[src/rtl/uart_pkg.sv]
// uart_pkg
// Shared definitions for the UART receive path: the USB packet word type,
// the header field positions and a helper that builds a data-packet header.
//
// Packet word layout:
//   [31:29] peripheral address
//   [28]    packet type (0 = data)
//   [27:26] reserved, always 0
//   [25:24] byte count, 1..3
//   [23:0]  payload, byte0 in [7:0], byte1 in [15:8], byte2 in [23:16]
package uart_pkg;

  localparam int usb_packet_width = 32;

  localparam int HDR_ADDR_MSB = 31;
  localparam int HDR_ADDR_LSB = 29;
  localparam int HDR_TYPE_BIT = 28;
  localparam int HDR_RSVD_MSB = 27;
  localparam int HDR_RSVD_LSB = 26;
  localparam int HDR_CNT_MSB  = 25;
  localparam int HDR_CNT_LSB  = 24;

  typedef logic [usb_packet_width-1:0] usb_packet_t;

  // Header-only word for a data packet; the payload bits are left at zero so
  // the caller can OR the data bytes in.
  function automatic usb_packet_t make_data_header(input logic [2:0] addr,
                                                   input logic [1:0] count);
    usb_packet_t h;
    h = '0;
    h[HDR_ADDR_MSB:HDR_ADDR_LSB] = addr;
    h[HDR_TYPE_BIT]              = 1'b0;
    h[HDR_RSVD_MSB:HDR_RSVD_LSB] = 2'b00;
    h[HDR_CNT_MSB:HDR_CNT_LSB]   = count;
    return h;
  endfunction

endpackage

[src/rtl/uart_rx_packer_idle_timer.sv]
// idle_timer
// Counts idle clocks while enabled and raises fire once the count reaches
// timeout_cycles-1. The count saturates there, so fire stays high until the
// owner either clears the timer or drops enable.
//
// Ports:
//   clk     - clock, rising edge
//   rst     - asynchronous active-low reset
//   clear   - synchronous clear to 0 (has priority over enable)
//   enable  - count while high
//   fire    - timeout reached (combinational from the count)
module idle_timer #(
  parameter int timeout_cycles = 1000
) (
  input  logic clk,
  input  logic rst,
  input  logic clear,
  input  logic enable,
  output logic fire
);

  localparam int cnt_width = (timeout_cycles > 2) ? $clog2(timeout_cycles) : 1;
  localparam logic [cnt_width-1:0] last_count = cnt_width'(timeout_cycles - 1);

  logic [cnt_width-1:0] count_reg;

  always_ff @(posedge clk or negedge rst) begin
    if (!rst) begin
      count_reg <= '0;
    end else if (clear) begin
      count_reg <= '0;
    end else if (enable && (count_reg != last_count)) begin
      count_reg <= count_reg + cnt_width'(1);
    end
  end

  assign fire = enable & (count_reg == last_count);

endmodule

[src/rtl/uart_rx_packer.sv]
// uart_rx_packer
// Packs received UART bytes into 32-bit USB data packets (up to three bytes
// plus a header) and writes them into the RX FIFO. A partially filled packet
// is flushed after timeout_cycles idle clocks. Bytes that arrive while both
// the accumulator and the pending word are full are dropped and flagged.
//
// Ports:
//   clk         - clock, rising edge
//   rst         - asynchronous active-low reset
//   byte_in     - received byte, qualified by byte_valid
//   byte_valid  - one-cycle strobe per received byte
//   rx_data     - packet word to the FIFO (pending register)
//   rx_full     - FIFO full
//   rx_wren     - FIFO write strobe (pending & ~rx_full)
//   overrun     - sticky: at least one byte was dropped
//   overrun_clr - clears overrun (a simultaneous drop wins)
//   busy        - accumulator holds bytes or a packet is pending
module uart_rx_packer #(
  parameter int         usb_packet_width = 32,
  parameter logic [2:0] periph_addr      = 3'd0,
  parameter int         timeout_cycles   = 1000
) (
  input  logic                        clk,
  input  logic                        rst,
  input  logic [7:0]                  byte_in,
  input  logic                        byte_valid,
  output logic [usb_packet_width-1:0] rx_data,
  input  logic                        rx_full,
  output logic                        rx_wren,
  output logic                        overrun,
  input  logic                        overrun_clr,
  output logic                        busy
);

  import uart_pkg::usb_packet_t;
  import uart_pkg::make_data_header;

  // IDLE: count 0, FILL: count 1..2, HOLD: count 3 waiting for the pending slot.
  typedef enum logic [1:0] {
    ST_IDLE = 2'd0,
    ST_FILL = 2'd1,
    ST_HOLD = 2'd2
  } pack_state_t;

  pack_state_t state_reg;
  logic [1:0]  count_reg;
  logic [7:0]  slot_reg [3];
  logic        pending_reg;
  usb_packet_t pend_word_reg;
  logic        overrun_reg;

  logic        handoff_ok;
  logic        byte_accept;
  logic        byte_drop;
  logic        timer_clear;
  logic        timer_fire;
  logic [7:0]  acc_byte [3];
  usb_packet_t acc_word;
  usb_packet_t complete_word;

  assign rx_wren = pending_reg & ~rx_full;

  // The pending slot is free for a new word if it is empty or is being
  // drained by the FIFO write happening this very cycle.
  assign handoff_ok = ~pending_reg | rx_wren;

  // A byte in HOLD is only taken if the held packet leaves this cycle.
  assign byte_accept = byte_valid & ((state_reg != ST_HOLD) | handoff_ok);
  assign byte_drop   = byte_valid & (state_reg == ST_HOLD) & ~handoff_ok;

  // Keep the timer parked at 0 outside FILL so every partial packet gets a
  // full timeout window starting from its most recent byte.
  assign timer_clear = byte_accept | (state_reg != ST_FILL);

  idle_timer #(
    .timeout_cycles(timeout_cycles)
  ) u_idle_timer (
    .clk   (clk),
    .rst   (rst),
    .clear (timer_clear),
    .enable(state_reg == ST_FILL),
    .fire  (timer_fire)
  );

  // Slots at or above the current count may hold stale bytes from an earlier
  // packet; mask them so unused payload bytes go out as zero.
  generate
    for (genvar gi = 0; gi < 3; gi++) begin : g_acc_mask
      assign acc_byte[gi] = (count_reg > 2'(gi)) ? slot_reg[gi] : 8'h00;
    end
  endgenerate

  // Word built from the accumulator as it stands (partial flush or HOLD).
  assign acc_word = make_data_header(periph_addr, count_reg) |
                    {8'h00, acc_byte[2], acc_byte[1], acc_byte[0]};

  // Word built when the third byte arrives: that byte goes straight into the
  // packet on the same edge instead of passing through slot 2.
  assign complete_word = make_data_header(periph_addr, 2'd3) |
                         {8'h00, byte_in, slot_reg[1], slot_reg[0]};

  always_ff @(posedge clk or negedge rst) begin
    if (!rst) begin
      state_reg     <= ST_IDLE;
      count_reg     <= 2'd0;
      pending_reg   <= 1'b0;
      pend_word_reg <= '0;
      overrun_reg   <= 1'b0;
      for (int i = 0; i < 3; i++) begin
        slot_reg[i] <= 8'h00;
      end
    end else begin
      // Drain; a handoff below on the same edge re-fills the pending slot.
      if (rx_wren) begin
        pending_reg <= 1'b0;
      end

      if (byte_drop) begin
        overrun_reg <= 1'b1;
      end else if (overrun_clr) begin
        overrun_reg <= 1'b0;
      end

      case (state_reg)
        ST_IDLE: begin
          if (byte_valid) begin
            slot_reg[0] <= byte_in;
            count_reg   <= 2'd1;
            state_reg   <= ST_FILL;
          end
        end

        ST_FILL: begin
          if (byte_valid) begin
            if (count_reg == 2'd2) begin
              if (handoff_ok) begin
                pend_word_reg <= complete_word;
                pending_reg   <= 1'b1;
                count_reg     <= 2'd0;
                state_reg     <= ST_IDLE;
              end else begin
                slot_reg[2] <= byte_in;
                count_reg   <= 2'd3;
                state_reg   <= ST_HOLD;
              end
            end else begin
              slot_reg[count_reg] <= byte_in;
              count_reg           <= count_reg + 2'd1;
            end
          end else if (timer_fire && handoff_ok) begin
            pend_word_reg <= acc_word;
            pending_reg   <= 1'b1;
            count_reg     <= 2'd0;
            state_reg     <= ST_IDLE;
          end
        end

        ST_HOLD: begin
          if (handoff_ok) begin
            pend_word_reg <= acc_word;
            pending_reg   <= 1'b1;
            if (byte_valid) begin
              // Byte arriving as the held packet leaves starts the next one.
              slot_reg[0] <= byte_in;
              count_reg   <= 2'd1;
              state_reg   <= ST_FILL;
            end else begin
              count_reg <= 2'd0;
              state_reg <= ST_IDLE;
            end
          end
        end

        default: begin
          count_reg <= 2'd0;
          state_reg <= ST_IDLE;
        end
      endcase
    end
  end

  assign rx_data = pend_word_reg;
  assign overrun = overrun_reg;
  assign busy    = (count_reg != 2'd0) | pending_reg;

endmodule

[config.mk]
export PLATFORM = sky130hd
export DESIGN_NAME = uart_rx_packer
export DESIGN_NICKNAME = d
export VERILOG_FILES = /design/src/rtl/uart_pkg.sv /design/src/rtl/uart_rx_packer_idle_timer.sv /design/src/rtl/uart_rx_packer.sv
export SDC_FILE = /design/constraint.sdc
export NUM_CORES = 1
export LEC_CHECK = 0
export ABC_AREA = 1
export CAP_MARGIN = 25
export CORE_ASPECT_RATIO = 0.75
export CORE_MARGIN = 8
export CORE_UTILIZATION = 40
export DETAILED_ROUTE_END_ITERATION = 10
export GPL_TIMING_DRIVEN = 0
export PLACE_DENSITY = 0.7
export SYNTH_ARGS = -nofsm -noshare
export SYNTH_HDL_FRONTEND = slang
export SYNTH_HIERARCHICAL = 1
export SYNTH_SLANG_ARGS = --single-unit
export TNS_END_PERCENT = 30
[constraint.sdc]
create_clock -name clk -period 2.41 [get_ports clk]
set_clock_uncertainty 0.1 [all_clocks]
set_input_delay 0.723 -clock clk [delete_from_list [all_inputs] [get_ports clk]]
set_output_delay 0.723 -clock clk [all_outputs]
set_load 0.01 [all_outputs]
=== Yosys cells after proc, flatten, opt, wreduce, memory -nomap -nowiden ===
Index checks and enable logic that the tools add are counted.

* Register bits: 72
* Bits of input ports: 13
* Output and inout bits: 35

* Add/subtract/negate cells: 2
* $lt $le $gt $ge: 5
* Eq/ne operators: 15
* Muxes and demuxes: 41
* Bitwise operators: 15
* Reductions and logical operators: 15

{| class="wikitable"
|+ Operators with widths
! operator !! number
|-
| two-way mux 32 bit || 5
|-
| two-way mux 8 bit || 8
|-
| one-hot mux 32 bit (2 select lines) || 1
|-
| OR 26 x 24 -> 26 bit || 1
|-
| bitwise mux 24 bit || 1
|-
| two-way mux 24 bit || 1
|-
| one-hot mux 8 bit (3 select lines) || 1
|-
| two-way mux 10 bit || 2
|-
| two-way mux 2 bit || 9
|-
| demux 8 bit (select 2 bit) || 1
|-
| two-way mux 16 bit || 1
|-
| != test 2 bit (second input constant) || 6
|-
| one-hot mux 2 bit (3 select lines) || 2
|-
| adder 10 x 1 -> 10 bit (second input constant) || 1
|-
| equality test 10 bit (second input constant) || 1
|-
| != test 10 bit (second input constant) || 1
|-
| != test 3 bit (second input constant) || 3
|-
| AND reduction 3 bit || 3
|-
| two-way mux 1 bit || 8
|-
| AND reduction 4 bit || 2
|-
| nonzero test 2 bit || 4
|-
| AND 1 bit || 5
|-
| AND reduction 5 bit || 1
|-
| equality test 2 bit (second input constant) || 2
|-
| other kinds (14) || 23
|}

=== Depth between registers and ports, before layout ===
Gate-level depths: netlist (run 1).

* Depth after elaboration: 9
* Mapped depth: 12

=== By module ===
Netlist (run 1), hierarchy kept.

{| class="wikitable"
|+ By module, submodules not included
! module !! instances !! cells an instance !! area each (um2) !! seq. area each (um2)
|-
| uart_rx_packer || 1 || 370 || 2842.7 || 1401.3
|-
| idle_timer || 1 || 89 || 644.4 || 250.2
|}

=== Worst setup path before layout (run 1) ===
No wires, ideal clock.

* Path kind: input to register
* From: input byte_valid
* To: register u_idle_timer.count_reg[4]
* Library setup time: 0.120 ns
* Arrival time: 1.598 ns
* Data required time: 2.190 ns
* Slack: 0.593 ns
* Cell stages on the path: 8
* Cell sequence: buf_2 nand2_1 nand2_1 clkinv_1 nand2_4 clkinv_4 nand2_1 nand2_1

* Word-level cells in the longest chain between the ends: 3
* Elaborated cells between the ends (all ways): 4
* Those cells by class: mux (1); bitwise (2); reduce/logical (1)

{| class="wikitable"
|+ Ends and longest elaborated chain
! what !! RTL line !! RTL
|-
| start, declared || uart_rx_packer.sv:26 || <nowiki>input logic byte_valid,</nowiki>
|-
| AND 1 bit * || uart_rx_packer.sv:68 || <nowiki>assign byte_accept = byte_valid & ((state_reg != ST_HOLD) | handoff_ok);</nowiki>
|-
| OR 1 bit * || uart_rx_packer.sv:73 || <nowiki>assign timer_clear = byte_accept | (state_reg != ST_FILL);</nowiki>
|-
| via timer_clear || uart_rx_packer.sv:55 || <nowiki>logic timer_clear;</nowiki>
|-
| two-way mux 10 bit or nonzero test 2 bit (tied branches) || - ||
|-
| end signal, assigned || uart_rx_packer_idle_timer.sv:33 || <nowiki>count_reg <= count_reg + cnt_width'(1);</nowiki>
|-
| end, declared || uart_rx_packer_idle_timer.sv:25 || <nowiki>logic [cnt_width-1:0] count_reg;</nowiki>
|}

The timed path passes the listed nets; every way through them passes the cells marked *.
A chain may end at the register's enable or synchronous reset.

=== Final worst setup path (run 1) ===
* From: input rx_full
* To: output rx_wren

* Word-level cells in the longest chain between the ends: 2

{| class="wikitable"
|+ Ends and longest elaborated chain
! what !! RTL line !! RTL
|-
| start, declared || uart_rx_packer.sv:28 || <nowiki>input logic rx_full,</nowiki>
|-
| NOT 1 bit || uart_rx_packer.sv:61 || <nowiki>assign rx_wren = pending_reg & ~rx_full;</nowiki>
|-
| AND 1 bit || uart_rx_packer.sv:61 ||
|-
| end, declared || uart_rx_packer.sv:29 || <nowiki>output logic rx_wren,</nowiki>
|}

No other way between the ends.

==> results list, run 1 <==
- The run finished with clean final reports.
- Of the total power, combinational logic draws 0.381.
* Period utilization: 0.989
* Clock insertion delay at the later pin of the skew report: 0.34 ns
* Sequential cell area: 0.00165 mm^2
- Worst path cell trace: clkdlybuf4s50_1 > nor2_1 > dlygate4sd2_1
* Clock sink count: 66
- Vias: 3105
- Initial antenna violation count: 0
* Source of the critical timing path: rx_full
- Max-capacitance violation count: 0
* CTS tree: done
- Final hold analysis gives a worst-case slack of 0.370 ns.
* Starting density of the core: 0.412
- The die covers 0.0120 mm^2.
- The multi-input combinational cells in the finished layout cover a total of 0.00156 mm^2.
* Post-CTS setup buffers: 0
* Share of layout cells above drive strength 1: 0.127
* GRT Residual Overflow: 0
* Die Span X: 124 um
- By startpoint and endpoint, the worst setup path is classified as input pin to output port.
- Power, Total: 5240 uW
- Remaining design rule violation count: 0
* Area fraction of the dominant cell type after synthesis: 0.474
- Count of boundary I/O pins: 48
- In this run the critical register-to-register path is launched from u_idle_timer/count_reg[0]$_DFFE_PN0P_.
- The number of failing hold endpoints at the final stage was 0.
- Detailed-route wire length: 8610 um
- The max-slew violation total from the final report was 0.
- Total Nets Final: 534
* Switching power of the nets: 1980 uW
- Max H-tree Level: 3
- Largest vdd supply drop: 0.508 mV
- In the global route stage, overall resource usage came out at 0.156.
* Final Wtd Congestion: 0.883
- The biggest area contributor in the post-synthesis netlist is dfrtp_1.
* Proportion of register bits with asynchronous set or reset after synthesis: 1.00
* Crit Reg-Reg Endpoint: rx_data[14]$_DFFE_PN0P_
- F_max: 0.420 GHz
* DR WL/cell: 13.7 um
* Highest cell delay on the worst timing path: 0.50 ns
* Number of flip-flops in the largest register: 26
- Synthesized netlist cell count: 459
- Max-slew headroom at the worst pin: 0.430
- CP max stage cell: clkdlybuf4s50_1
* Wire length of the first global-routing pass: 15000 um
- The worst register-to-register path has a depth of 12.
- Port bufs: 41
- The most used flip-flop cell after synthesis is dfrtp_1.
- Seq pwr share: 0.324
- Cell-internal power: 3260 uW
- Final-report setup violation count: 0
- Kind of start point of the critical path: input pin
- The number of placed instances, taps included, is 613.
- Hold Path Class: flip-flop to flip-flop
- The number of antenna diodes in the final layout is 0.
- Number of iterations in the first detailed-routing pass: 4
- After clock tree synthesis, the clock-pin slew on the worst setup and hold paths is 0.06 ns.
- Transition time at the pin with the least slew margin: 0.855 ns
- Yosys attributes the largest share of cell area to dfrtp_1 47%, nand2_1 19%, o21ai_0 5.6%.
- Data arrives at the worst endpoint at 1.56 ns.
- The clock period could shrink to 2.38 ns.
- Kind of capture point of the worst setup path: output port
- Post-Route Utilization: 0.521
- Per-cell via count in the routed design: 4.94
- In this run the clock root is driven by a clkbuf_16.
- Cell area after technology mapping: 0.00349 mm^2
- Height of the die: 96.9 um
- Post-CTS Hold Fix Bufs: 0
* Pin count of the biggest net entering global routing: 67
- The Yosys step of the flow raised 6 warnings.
- Number of distinct library cell variants in the gate-level netlist after synthesis: 30
* Placeable core region: 0.00845 mm^2
- Of the total power, the share spent switching nets is 0.378.
* Post-DRT Antenna Nets: 0
- Register area share after synthesis: 0.474
- Number of standard-cell rows in the floorplan: 29
- The finished layout holds 629 standard cells, fillers aside.
- Setup_tns: 0 ns
- Beginning of the worst hold path: complete_word[7]$_DFFE_PN0P_
- First-iteration detailed-routing DRC count: 214
- Area growth from synthesis to final layout: 26.3%
- Most common cell in the netlist: nand2_1
- In the synthesized netlist, the cells that appear most often are 181 x nand2_1, 66 x dfrtp_1, 39 x o21ai_0.
- The clock passes through at most 2 buffers.
* Number of flops mapped to enable cells by yosys: 0
- Dividing total power by cell area gives a power density of 1190 mW/mm^2.
* Clock network power share: 0.295
- Vias in the first global route: 3184
- Dividing the synthesized area by the synthesized cell count gives 7.60 um^2.
- STA puts the critical path data required time at 1.59 ns.
* Yosys reg bits: 66
- Setup repair after global routing left no endpoint under its margin.
- The number of clock buffers added by TritonCTS is 9.
* Worst hold stages: 2
* Worst reg2reg setup slack: 0.27 ns
* Leakage power summed over all cells: 0.00229 uW
- In this run the worst path has a maximum fanout of 3.
- Number of inserted filler cells in the final layout: 810
- HPWL after detailed placement: 6040 um
- Sink of the worst hold path: complete_word[7]$_DFFE_PN0P_
[placed cells by master, fill, tap and decap left out]
master	Yosys	routed
nand3_1	29	29
a21oi_1	5	5
dlygate4sd2_1	0	2
nand4_2	1	1
buf_6	2	2
o21ai_1	3	3
nand3_2	2	2
nand4_1	15	15
xnor2_1	1	1
nand2_4	4	4
clkinv_2	1	2
nand2_2	8	8
nor2_4	3	3
clkdlybuf4s50_1	0	37
dlymetal6s2s_1	0	1
buf_4	7	8
o22ai_1	1	1
nor3_1	1	1
clkinv_4	1	3
clkbuf_1	2	2
buf_2	9	9
nor2_2	4	5
o21ai_0	39	39
inv_6	0	2
conb_1	1	6
dfrtp_1	66	66
ha_1	5	5
clkbuf_16	0	9
inv_2	4	4
bufinv_16	0	3
nor2_1	23	22
inv_1	37	37
nand2_1	181	181
o21ai_2	1	1
a21o_1	2	2
[critical path: cells and delay by family]
| kind | cells | cell delay, ns |
|---|---|---|
| buffers and inverters | 2 | 0.78 |
| AND/OR/NAND/NOR | 1 | 0.06 |
[area by class of cell]
type	count	share of cell area
timing repair buffer	41	0.0926
multi-input combinational	334	0.354
clock inverter	7	0.0284
tap	108	0.0307
sequential	66	0.375
buffer	20	0.0290
inverter	44	0.0392
clock buffer	9	0.0512
[metal layers]
layer	routed length, um	GRT usage	vias to the layer above
li1	-	-	1558
met1	3920	0.193	1456
met2	4010	0.250	77
met3	529	0.0499	14
met4	150	0.0462	0
met5	0	0	-
[power groups by stage]
| stage | clock network (uW) | registers (uW) | logic (uW) |
|---|---|---|---|
| CTS | 1570 | 1690 | 2020 |
| floorplan | 0 | 1730 | 1250 |
| finish | 1540 | 1700 | 2000 |
| detailed placement | 0 | 1710 | 2000 |
| global placement | 0 | 1690 | 1960 |
| global route | 1620 | 1740 | 2260 |
[metrics by stage]
| stage | setup slack [ns] | cell area, um^2 |
|---|---|---|
| after global placement | -1.73 | 4050 |
| after CTS | 0.0236 | 4400 |
| after detailed placement | -0.431 | 4050 |
| final | 0.0267 | 4400 |
| after floorplan | 0.593 | 3510 |
| after global routing | 0.00166 | 4400 |
[kinds of logic after synthesis]
kind of cell | Yosys count | synth area share
buf+inv | 64 | 0.0858
fa+ha+maj | 5 | 0.0179
flops | 66 | 0.474
compound gates | 51 | 0.0761
simple gates | 271 | 0.343
xor+xnor | 1 | 0.00251
other cells | 1 | 0.00108
[worst max-delay path by stage]
stage / slack [ns] / end / depth (start not counted)
6_report: 0.03 / rx_wren / 3
3_3_place_gp: -1.73 / rx_data[6]$_DFFE_PN0P_ / 1
5_1_grt: 0.002 / rx_wren / 3
3_5_place_dp: -0.43 / u_idle_timer/count_reg[9]$_DFFE_PN0P_ / 9
2_1_floorplan: 0.59 / u_idle_timer/count_reg[4]$_DFFE_PN0P_ / 8
4_1_cts: 0.02 / rx_wren / 3
[timing repair]
action | CTS | global route
pin swaps | 0 | 0
setup endpoints to repair | 11 | 7
resized for setup | 4 | 1
No activity file was read; power rests on OpenSTA's default activity.
==> inputs of run 2 (changes only) <==
Settings changed: SLEW_MARGIN from default to 10.
==> results list, run 2 (synthesis gave the netlist of run 1 again) <==
- The run finished with clean final reports.
* Number of iterations in the first detailed-routing pass: 5 (+1)
- The post-place instance area is 0.00407 mm^2 (+0.49%).
- The number of vias in the routed layout came to 3138 (+1.1%).
- The max-slew violation total from the final report was 0 (unchanged).
- The number of antenna repair diodes was 0 (unchanged).
- The layout net count came to 535 (+0.19%).
- Hold Path Class: input pin to asynchronous set/reset pin
- Period utilization: 0.978 (-0.0107)
- The worst reg-to-reg path cell count is 12 (unchanged).
* Wire length of the first global-routing pass: 14800 um (-1.2%)
* Pin count of the biggest net entering global routing: 35 (-48%)
- The tree is rooted in a clkbuf_16.
* Clock sink count: 66 (unchanged)
* Crit Reg-Reg Endpoint: rx_data[14]$_DFFE_PN0P_
- The port buffer count came to 41 (unchanged).
- Count of boundary I/O pins: 48 (unchanged)
- Kind of capture point of the worst setup path: output port
- The area of the die is 0.0120 mm^2 (unchanged).
- The final weighted congestion of routability-driven global placement was 0.883 (unchanged).
- Clock buffer depth: 2 (unchanged)
- Critical register-to-register path startpoint: u_idle_timer/count_reg[0]$_DFFE_PN0P_
* HPWL after detailed placement: 6220 um (+2.9%)
- Share of layout cells above drive strength 1: 0.126 (-0.000243)
* Starting density of the core: 0.412 (unchanged)
- Largest vdd supply drop: 0.580 mV (+14%)
- Post-route cell area: 0.00435 mm^2 (-1.3%)
- The via count of the first global-routing pass is 3148 (-1.1%).
- Worst setup endpoint: rx_wren
* Cell area power density: 1120 mW/mm^2 (-5.5%)
- Worst Path Max Fanout: 3 (unchanged)
* Hold Slack: 0.256 ns (-0.113 ns)
- Placeable core region: 0.00845 mm^2 (unchanged)
* Required time of the worst setup path: 1.59 ns (about the same)
- CTS tree: done
* Final count of hold timing violations: 0 (unchanged)
- Type of the worst setup path: input pin to output port
- Post-CTS setup buffers: 0 (unchanged)
* Detailed-route wire length: 8560 um (-0.66%)
- First-iteration detailed-routing DRC count: 184 (-14%)
- GRT Residual Overflow: 0 (unchanged)
* Worst path cell trace: clkdlybuf4s50_1 > nor2_1 > clkdlybuf4s15_1
* Data arrival at the endpoint of the critical path: 1.53 ns (-0.03 ns)
- The final setup violation count is 0 (unchanged).
- Clock insertion delay at the later pin of the skew report: 0.32 ns (-0.02 ns)
- STA classifies the critical path startpoint as an input pin.
- Max H-tree Level: 3 (unchanged)
* Tmin final: 2.36 ns (-0.0259 ns)
- Depth of the critical timing path with buffers and inverters included: 3 (unchanged)
- The number of rows created at floorplan came to 29 (unchanged).
* F_max: 0.424 GHz (+1.1%)
* Height of the die: 96.9 um (unchanged)
- CP max stage cell: clkdlybuf4s50_1
* Highest cell delay on the worst timing path: 0.45 ns (-0.05 ns)
- Remaining design rule violation count: 0 (unchanged)
- Leading cell types in the layout, fill and taps excluded: 181 x nand2_1, 66 x dfrtp_1, 39 x o21ai_0
- Clk slew on worst S/H paths: 0.05 ns (about the same)
* Die Span X: 124 um (unchanged)
- The overall fraction of global-route tracks in use is 0.152 (-0.00363).
- The initial antenna violation count came to 0 (unchanged).
- Leakage power summed over all cells: 0.00226 uW (-1.5%)
* Per-cell via count in the routed design: 4.98 (+0.90%)
* Number of buffers added by the clock tree synthesis step: 9 (unchanged)
* Worst reg2reg setup slack: 0.19 ns (-0.08 ns)
- The cell family contributing the most delay on the critical path is buffers and inverters.
* Post-DRT Antenna Nets: 0 (unchanged)
* Max-capacitance violation count: 0 (unchanged)
- The buffers plus inverters on the worst setup path came to 2 (unchanged).
- DR WL/cell: 13.6 um (-0.82%)
- Setup repair after global routing left no endpoint under its margin.
- The critical path starts at rx_full.
- Number of flip-flops in the largest register: 26 (unchanged)
- Area growth from synthesis to final layout: 24.6%
* Most common cell after layout, fill and taps aside: nand2_1
run 2: cell types whose count changed in the layout (fill, tap and decap cells not counted):
cell and delta:
dlygate4sd2_1 -1, clkinv_4 -1, bufinv_16 -3, clkdlybuf4s15_1 +1, buf_12 +1, inv_6 -1, clkinv_2 +2, clkbuf_1 +1
clkinvlp_4 +2
run 2: layout make-up:
class                      count  area (um^2)
timing repair buffer          42          429
buffer                        20          128
tap                          108          135
fill                         822         4110
sequential                    66         1650
clock inverter                 6         42.5
inverter                      44          173
clock buffer                  10          229
multi-input combinational    334         1560
run 2: layer usage:
layer  track usage  wire (um)  vias up
met5             0          0        -
met4        0.0462        145        0
met3        0.0436        562       14
met2         0.239       3930       80
met1         0.196       3920     1485
li1              -          -     1559
run 2: stage by stage:
stage	power, uW	cells	TNS (ns)	util	worst slack, ns
2_1_floorplan	2980	464	0	-	0.593
3_3_place_gp	3650	613	-118.40	0.479	-1.73
3_5_place_dp	3720	614	-5.50	0.481	-0.443
4_1_cts	4920	630	0	0.514	0.0153
5_1_grt	5260	630	0	0.514	0.0163
6_report	4880	630	0	0.514	0.0526
run 2: worst min path at each step:
stage                                             from  slack (ns)  depth (start not counted)                               endpoint
after floorplan                                    rst        0.33                          0           complete_word[0]$_DFFE_PN0P_
after global placement    complete_word[7]$_DFFE_PN0P_        0.36                          2           complete_word[7]$_DFFE_PN0P_
after detailed placement  complete_word[0]$_DFFE_PN0P_        0.36                          2           complete_word[0]$_DFFE_PN0P_
after CTS                                          rst        0.27                          1  u_idle_timer/count_reg[7]$_DFFE_PN0P_
after global routing                               rst        0.29                          1           complete_word[7]$_DFFE_PN0P_
final                                              rst        0.26                          1  u_idle_timer/count_reg[6]$_DFFE_PN0P_
run 2: timing repair:
item,in CTS,in global routing
setup endpoints to repair,11,10
gates resized for setup,4,2
hold buffers,0,0
run 2: power breakdown:
part	internal [uW]	leakage [uW]	total, uW	switching [uW]
Clock	697	0.000129	1180	479
Sequential	1470	0.000872	1700	230
Combinational	775	0.00126	2010	1230
Total	2940	0.00226	4880	1940
==> inputs of run 3 (changes only) <==
Settings changed: ABC_AREA 1 to 0, PLACE_DENSITY 0.7 to 0.71.
==> results list, run 3 <==
- Run status: finished clean
* Cell area power density: 1060 mW/mm^2 (-5.7%)
* Remaining design rule violation count: 0 (unchanged)
* Number of standard-cell rows in the floorplan: 28 (-3.4%)
* Cell at the root of the clock tree: clkbuf_8
* Initial antenna violation count: 0 (unchanged)
- Post-DRT Antenna Nets: 0 (unchanged)
- Height of the die: 93.5 um (-3.5%)
- The worst reg-to-reg path cell count is 8 (-4).
- The number of flip-flops in the largest register is 26 (unchanged).
- The critical path data arrival time is 1.48 ns (-0.05 ns).
* Cell taking the most area after synthesis: dfrtp_1
- Worst setup slack before clock tree synthesis: -0.354 ns (+0.0891 ns)
- The maximum clock path buffer count is 2 (unchanged).
* Count of boundary I/O pins: 48 (unchanged)
- The number of H-tree levels is 3 (unchanged).
- Proportion of register bits with asynchronous set or reset after synthesis: 1.00 (unchanged)
- Global Route Usage Sum: 0.135 (-0.0170)
- Port bufs: 40 (-2.4%)
* Crit Reg-Reg Endpoint: rx_data[22]$_DFFE_PN0P_
* Overall die area: 0.0111 mm^2 (-7.1%)
- Clock sink count: 66 (unchanged)
* F_max: 0.435 GHz (+2.5%)
- Power, Total: 4250 uW (-13%)
* Type of the worst setup path: input pin to output port
- The effective utilization at floorplan was 0.410 (-0.00295).
- The critical path data required time was 1.59 ns (about the same).
- Final count of hold timing violations: 0 (unchanged)
* List of most frequent post-synthesis cells: 66 x dfrtp_1, 40 x nand2_1, 24 x inv_1
- Area growth from synthesis to final layout: 25.5%
* Wire length of the first global-routing pass: 11800 um (-20%)
* CTS tree: done
* Final Wtd Congestion: 0.823 (-6.8%)
* Non-Filler Instances: 461 (-27%)
- The via density per instance is 5.00 (+0.43%).
- The distinct cell type count of the synthesized netlist is 48 (+60%).
- Vias in the first global route: 2383 (-24%)
- The max-slew violation total from the final report was 0 (unchanged).
* First-iteration detailed-routing DRC count: 102 (-45%)
- Clk slew on worst S/H paths: 0.07 ns (+0.02 ns)
- For the pin with the worst max-slew slack, the measured transition is 0.688 ns.
- Leakage power summed over all cells: 0.00180 uW (-20%)
- Kind of capture point of the worst setup path: output port
- Main area contributors after synthesis: dfrtp_1 52%, mux2_2 8.1%, mux2i_1 5.6%
* Period utilization: 0.954 (-0.0238)
- Kind of start point of the critical path: input pin
* Max-capacitance violation count: 0 (unchanged)
- The min-delay analysis places its worst path in the category input pin to asynchronous set/reset pin.
- HPWL after detailed placement: 4930 um (-21%)
- Critical register-to-register path startpoint: u_idle_timer/count_reg[0]$_DFFE_PN0P_
* Number of iterations in the first detailed-routing pass: 5 (unchanged)
* Unrepaired setup endpoints after global routing: no
- The largest voltage drop on the vdd net was 0.386 mV (-34%).
- GRT Residual Overflow: 0 (unchanged)
* Leading cell types in the layout, fill and taps excluded: 66 x dfrtp_1, 40 x nand2_1, 37 x clkdlybuf4s50_1
- The count of placed standard cells including taps is 441 (-28%).
- YS warnings: 6 (unchanged)
- The number of vias in the routed layout came to 2306 (-27%).
- Number of flops mapped to enable cells by yosys: 0 (unchanged)
* DR WL/cell: 15.2 um (+12%)
- The share of the synthesized area in the top cell type is 0.516 (+0.0426).
- The time the final worst path needs with I/O delays and setup came to 2.30 ns (-0.0573 ns).
- Register area share after synthesis: 0.516 (+0.0426)
* Worst reg2reg setup slack: 0.13 ns (-0.06 ns)
* Yosys reg bits: 66 (unchanged)
- The synthesized area per cell was 11.0 um^2 (+45%).
- The share of post-route cells with drive strength above 1 is 0.211 (+0.0842).
- The final critical-path setup slack was 0.110 ns (+0.0573 ns).
- Final-report setup violation count: 0 (unchanged)
* Pin count of the biggest net entering global routing: 65 (+86%)
* Dominant register cell in the synthesized netlist: dfrtp_1
* Placeable core region: 0.00781 mm^2 (-7.6%)
- Detailed-route wire length: 7000 um (-18%)
- Most common cell after layout, fill and taps aside: dfrtp_1
- Measured against its own limit, the worst slew margin works out to 0.539.
- Clock insertion delay at the later pin of the skew report: 0.35 ns (+0.03 ns)
- The width of the die is 119 um (-3.7%).
- The layout net count came to 369 (-31%).
* Cell area after technology mapping: 0.00320 mm^2 (-8.3%)
* Number of buffers added by the clock tree synthesis step: 9 (unchanged)
- Setup_tns: 0 ns (unchanged)
* Hold Slack: 0.0589 ns (-0.198 ns)
- The number of cells produced by synthesis is 290 (-37%).
- Number of antenna diodes: 0 (unchanged)
* Worst Path Max Fanout: 4 (+1)
* Most common cell in the netlist: dfrtp_1
[run 3: cell types whose count changed in the layout (fill, tap and decap cells not counted), moves of 11 or more]
cell / delta
nand4_1: -11
nand3_1: -25
nand2_1: -141
mux2_2: +23
mux2i_1: +18
o21ai_0: -28
nor2_1: -11
inv_1: -13
[run 3: worst max-delay path, cell delays in order]
cell and delay, ns:
clkdlybuf4s50_1 0.47, nor2b_1 0.14, clkbuf_2 0.14
[run 3: layout make-up]
type                            instances  area (um^2)
Fill cell                             722         3800
Tap cell                              105          131
Buffer                                 17          124
Multi-Input combinational cell        188         1380
Timing Repair Buffer                   45          445
Clock buffer                           10          128
Sequential cell                        66         1650
Inverter                               24         90.1
Clock inverter                          6         67.6
[run 3: worst max path at each step]
stage          cells past startpoint  slack [ns]                       to                                   from
2_1_floorplan                      8        0.18  rx_data[21]$_DFFE_PN0P_  u_idle_timer/count_reg[0]$_DFFE_PN0P_
3_3_place_gp                       1       -1.66   rx_data[5]$_DFFE_PN0P_                                    rst
3_5_place_dp                       6       -0.35  rx_data[22]$_DFFE_PN0P_                                rx_full
4_1_cts                            3      0.0003                  rx_wren                                rx_full
5_1_grt                            9        0.03  rx_data[12]$_DFFE_PN0P_  u_idle_timer/count_reg[0]$_DFFE_PN0P_
6_report                           3        0.11                  rx_wren                                rx_full
[run 3: logic make-up (layout without fill, tap and decap cells)]
family | after synthesis | in the layout | share of synthesized area
XOR/XNOR | 5 | 5 | 0.0137
AND/OR/NAND/NOR | 86 | 86 | 0.136
buffers and inverters | 41 | 102 | 0.0661
adder cells (fa/ha/maj) | 5 | 5 | 0.0196
other | 1 | 6 | 0.00117
multiplexers | 45 | 45 | 0.155
flip-flops | 66 | 66 | 0.516
AO/OA/AOI/OAI | 41 | 41 | 0.0923
[run 3: timing repair]
action / in CTS / in global routing
hold buffers: 0 / 0
setup buffers: 3 / 1
endpoints found under the setup margin: 31 / 22
gates resized for setup: 7 / 4
pin swaps: 1 / 2
[run 3: metal layers]
layer  track usage  wire length [um]  up-vias
li1              -                 -     1105
met4        0.0577               125        0
met2         0.216              3280       54
met3        0.0578               397       10
met1         0.157              3200     1137
met5             0                 0        -
[run 3: power breakdown]
part | switching, uW | internal [uW] | total, uW
clock | 438 | 479 | 917
sequential | 178 | 1440 | 1620
combinational | 830 | 892 | 1720
total | 1450 | 2810 | 4250
[run 3: per-stage QoR]
step	util	area, um^2
final	0.514	4020
after global routing	0.514	4020
after CTS	0.513	4010
after detailed placement	0.483	3770
after global placement	0.480	3750
after floorplan	-	3220
